[src/rtl/exibe_jogada_leds.sv]
// exibe_jogada_leds: shows a captured one-hot code for T_ACESO cycles, blanks for T_APAGADO, then pulses fim.
// Optional one-hot validation of codigo_in at start (port erro_codigo): define CORES_VALIDA_EN.
module exibe_jogada_leds #(
   parameter int T_ACESO   = 1000,
   parameter int T_APAGADO = 500
) (
   input  logic       clock,
   input  logic       reset,
   input  logic       iniciar,
   input  logic [3:0] codigo_in,
   output logic [3:0] codigo_out,
   output logic       ocupado,
`ifdef CORES_VALIDA_EN
   output logic       erro_codigo,
`endif
   output logic       fim
);

   localparam int MAXT = (T_ACESO > T_APAGADO) ? T_ACESO : T_APAGADO;
   localparam int CW   = $clog2(MAXT) + 1;
   localparam logic [CW-1:0] ULT_ACESO   = CW'(T_ACESO - 1);
   localparam logic [CW-1:0] ULT_APAGADO = (T_APAGADO > 0) ? CW'(T_APAGADO - 1) : '0;

   typedef enum logic [1:0] {OCIOSO, ACESO, APAGADO, FIM} estado_t;

   estado_t       estado, estado_prox;
   logic [CW-1:0] cnt;
   logic [3:0]    codigo;
   logic          captura;

`ifdef CORES_VALIDA_EN
   logic rejeita;
   logic erro_r;

   function automatic logic eh_one_hot(input logic [3:0] c);
      return (c != 4'd0) && ((c & (c - 4'd1)) == 4'd0);
   endfunction
`endif

   always_comb begin
      estado_prox = estado;
      captura     = 1'b0;
`ifdef CORES_VALIDA_EN
      rejeita     = 1'b0;
`endif
      case (estado)
         OCIOSO, FIM: begin
            if (estado == FIM) estado_prox = OCIOSO;
            // A start is accepted in FIM as well, giving back-to-back playback.
            if (iniciar) begin
`ifdef CORES_VALIDA_EN
               if (eh_one_hot(codigo_in)) begin
                  estado_prox = ACESO;
                  captura     = 1'b1;
               end else begin
                  estado_prox = OCIOSO;
                  rejeita     = 1'b1;
               end
`else
               estado_prox = ACESO;
               captura     = 1'b1;
`endif
            end
         end
         ACESO: begin
            if (cnt == ULT_ACESO) begin
               if (T_APAGADO == 0) estado_prox = FIM;
               else                estado_prox = APAGADO;
            end
         end
         APAGADO: begin
            if (cnt == ULT_APAGADO) estado_prox = FIM;
         end
         default: estado_prox = OCIOSO;
      endcase
   end

   always_ff @(posedge clock) begin
      if (reset) begin
         estado <= OCIOSO;
         cnt    <= '0;
         codigo <= 4'd0;
`ifdef CORES_VALIDA_EN
         erro_r <= 1'b0;
`endif
      end else begin
         estado <= estado_prox;
         // Counter restarts at every phase change so each phase counts from zero.
         if (estado_prox != estado)                 cnt <= '0;
         else if (estado == ACESO || estado == APAGADO) cnt <= cnt + CW'(1);
         if (captura) codigo <= codigo_in;
`ifdef CORES_VALIDA_EN
         erro_r <= rejeita;
`endif
      end
   end

   assign codigo_out = (estado == ACESO) ? codigo : 4'd0;
   assign ocupado    = (estado == ACESO) || (estado == APAGADO);
   assign fim        = (estado == FIM);
`ifdef CORES_VALIDA_EN
   assign erro_codigo = erro_r;
`endif

endmodule

[config.mk]
export PLATFORM = sky130hd
export DESIGN_NAME = exibe_jogada_leds
export DESIGN_NICKNAME = d
export VERILOG_FILES = /design/src/rtl/exibe_jogada_leds.sv
export SDC_FILE = /design/constraint.sdc
export NUM_CORES = 1
export LEC_CHECK = 0
export BUFFER_PORTS_ARGS = -buffer_cell sky130_fd_sc_hd__buf_4
export CORE_MARGIN = 4
export CORE_UTILIZATION = 45
export DETAILED_ROUTE_END_ITERATION = 8
export PLACE_DENSITY = 0.66
export SYNTH_ARGS = -nofsm -noshare
export SYNTH_HDL_FRONTEND = slang
export SYNTH_SLANG_ARGS = --single-unit
[constraint.sdc]
create_clock -name clock -period 2.5 [get_ports clock]
set_input_delay 0.375 -clock clock [delete_from_list [all_inputs] [get_ports clock]]
set_output_delay 0.375 -clock clock [all_outputs]
set_load 0.05 [all_outputs]
==> flow_metrics.py <==
metrics = {
    "run_status": {
        "status": "finished clean",
    },
    "worst_setup_path": {
        "crit_chain": "inv_1, ha_1, inv_4, or3_1, a31oi_1, nand2_1, nor3_2",
        "cp_slowest_cell": "dfxtp_1",
        "cp_top_family": "simple AND/OR/NAND/NOR gates",
        "critical_path_class": "register to register",
        "worstSetupStartpointType": "register",
        "slowest_delay_ps": 440,
        "cp_data_required_time_ps": 2710,
        "cp.arrival_ps": 2430,
        "critPathMaxFanout": 11,
        "end_kind": "register",
        "cp_num_buf_inv": 2,
    },
    "die": {
        "ios": 13,
        "dieArea_mm2": 0.00315,
        "rows": 17,
        "die_w_um": 56.1,
        "core_mm2": 0.00221,
        "start_util_pct": 47.1,
        "die_h_um": 56.1,
    },
    "cts": {
        "cts_max_level": 1,
        "cts.sinks": 17,
        "clkTransAtPathRegs_ps": 90,
        "numCtsBuffers": 3,
        "ctsResizeCount": 0,
        "holdBufCountCts": 0,
        "clockBufferDepth": 2,
        "clock_latency_ps": 290,
        "cts_root_buf": "clkbuf_4",
        "cts_tree": "yes",
        "cts_setup_buffers": 0,
    },
    "timing": {
        "fin_crit_sh_pct": 88.7,
        "tns_ps": 0,
        "finalCriticalPeriod_ps": 2220,
        "fmax_mhz": 451,
        "maxSlewViolCount": 0,
        "setup_violations": 0,
        "grt_setup_unrepaired": "false",
        "hold_viol_final": 0,
        "skew_ps": 1.80,
        "tightest_slew_ps": 560,
        "slew_headroom_pct": 62.6,
        "timing.hold.ws_ps": 298,
    },
    "layout": {
        "diodes": 0,
        "layout-drive-gt1-share_pct": 24.6,
        "layout.nets": 140,
        "layout_commonest_cell": "dfxtp_1",
        "area_growth_syn_to_layout_pct": 12.3,
        "mostFrequentLayoutCells": "17 x dfxtp_1, 14 x buf_4, 10 x nor3_2",
        "multiInputGateArea_um2": 648,
        "seq_area_um2": 340,
        "nFillCells": 213,
    },
    "logic_synthesis": {
        "muxShareOfSynthArea_pct": 0.962,
        "avgSynthCellArea_um2": 9.21,
        "synth-xor-area-share_pct": 9.25,
        "syn-instance-count": 113,
        "synth_top_family_by_area": "simple AND/OR/NAND/NOR gates",
        "synth_fa_ha_area_share_pct": 7.21,
        "synth_compound_area_share_pct": 8.05,
        "synthSimpleGateAreaFrac_pct": 36.8,
        "syn_area_mm2": 0.00104,
        "synth_nets": 126,
        "ys_seq_elements": 17,
        "yosysTopAreaCell": "dfxtp_1",
        "synth_top_area_share_pct": 32.7,
        "ys_seq_area_share_pct": 32.7,
        "synth_area_leaders": "dfxtp_1 33%, nor3_2 9.6%, ha_1 7.2%, xnor2_1 5.0%, nand3_1 4.3%",
        "ys.warnings.count": 0,
        "netlist-cell-type-count": 36,
    },
    "worst_hold_path": {
        "hold_class": "input pin to register",
    },
    "global_routing": {
        "antenna_found_initial": 0,
        "grt_max_degree": 17,
        "track_usage_pct": 13.6,
        "grt_overflow": 0,
        "grt_pass1_vias": 789,
        "grt_pass1_wl_um": 3500,
    },
    "detailed_routing": {
        "wirelength_um": 1940,
        "via_per_inst": 5.42,
        "drc": 0,
        "ant_nets": 0,
        "vias": 834,
        "drt_iter0_markers": 25,
        "first_pass_iters": 4,
        "wl_per_cell_um": 12.6,
    },
    "power_and_ir_drop": {
        "p_leak_nw": 0.440,
        "max-vdd-ir-drop_v": 0.000625,
        "finalPower_mw": 1.17,
        "switching_share_pct": 49.2,
        "p_per_area_mw_per_mm2": 1000,
        "seqPwrFrac_pct": 28.6,
        "clkPwrFrac_pct": 12.4,
        "p_comb_share_pct": 59.0,
        "internal_power_mw": 0.595,
        "p_switching_mw": 0.577,
    },
    "run": {
        "cap_violations": 0,
    },
    "placed_design": {
        "numPortBuffers": 12,
        "place_congestion": 0.745,
        "dp_hpwl_um": 1450,
    },
}
path summary, 6_finish.rpt:
path,to,cells past startpoint,slack [ps],from
hold reg to reg,codigo[0],2,460,codigo[0]
setup / recovery,cnt[6],7,280,estado[0]
hold / removal,codigo[1],2,300,reset
setup reg to reg,cnt[6],7,280,estado[0]
state kept, by name, summed over array words and instances (netlist names):
register / flops
codigo: 4
cnt: 11
estado: 2
worst register-to-register path, delay by kind of cell, from the launching register on:
kind,cells,cell delay (ps)
AND/OR/NAND/NOR,3,980
buffers and inverters,2,200
AO/OA/AOI/OAI,1,160
adder cells (fa/ha/maj),1,360
flip-flops,1,440
Yosys cell counts, drive strengths merged:
cell type	count
nor3	14
inv	3
or3	1
a221oi	1
nand4	7
dfxtp	17
nand2b	1
a2111oi	1
o21a	1
buf	4
xor2	5
nor2	5
clkbuf	1
ha	6
nand3	9
and2	4
o21ai	1
a31oi	1
and3	2
a211o	1
nor2b	2
nand4b	1
a21oi	5
nor4	1
nor3b	1
nand2	7
and4	2
a22o	1
and4bb	1
xnor2	6
mux2i	1
per-stage QoR:
stage               worst slack (ps)  area (um^2)  utilization [%]  cells
floorplan                        554         1040                -    113
global placement                 384         1140             51.6    150
detailed placement               278         1140             51.6    150
CTS                              254         1170             52.8    154
global route                    96.6         1170             52.8    154
finish                           283         1170             52.8    154
power by group through the flow:
stage | Combinational, mW | Sequential [mW] | Clock, mW
after floorplan | 0.593 | 0.333 | 0
after global placement | 0.691 | 0.339 | 0
after detailed placement | 0.693 | 0.343 | 0
after CTS | 0.695 | 0.337 | 0.151
after global routing | 0.759 | 0.342 | 0.161
final | 0.691 | 0.335 | 0.146
final cells by class:
| cell class | instances | area share [%] |
|---|---|---|
| inverters | 3 | 1.18 |
| repair buffers | 14 | 8.99 |
| flip-flops and latches | 17 | 29.1 |
| well taps | 28 | 3.00 |
| multi-input cells | 88 | 55.5 |
| clock buffers | 4 | 2.25 |
routing by layer:
| metal | up-vias | track usage [%] | routed length, um |
|---|---|---|---|
| met5 | - | 0 | 0 |
| li1 | 435 | - | - |
| met3 | 4 | 3.02 | 40 |
| met2 | 5 | 20.0 | 857 |
| met1 | 390 | 19.1 | 1010 |
| met4 | 0 | 5.08 | 32 |
kinds of logic (layout without fill, tap and decap cells):
family / after synthesis / in the layout
flops: 17 / 17
compound gates: 12 / 12
buf+inv: 8 / 21
simple gates: 58 / 58
xor+xnor: 11 / 11
mux: 1 / 1
fa+ha+maj: 6 / 6
No activity file was read; power rests on OpenSTA's default activity.
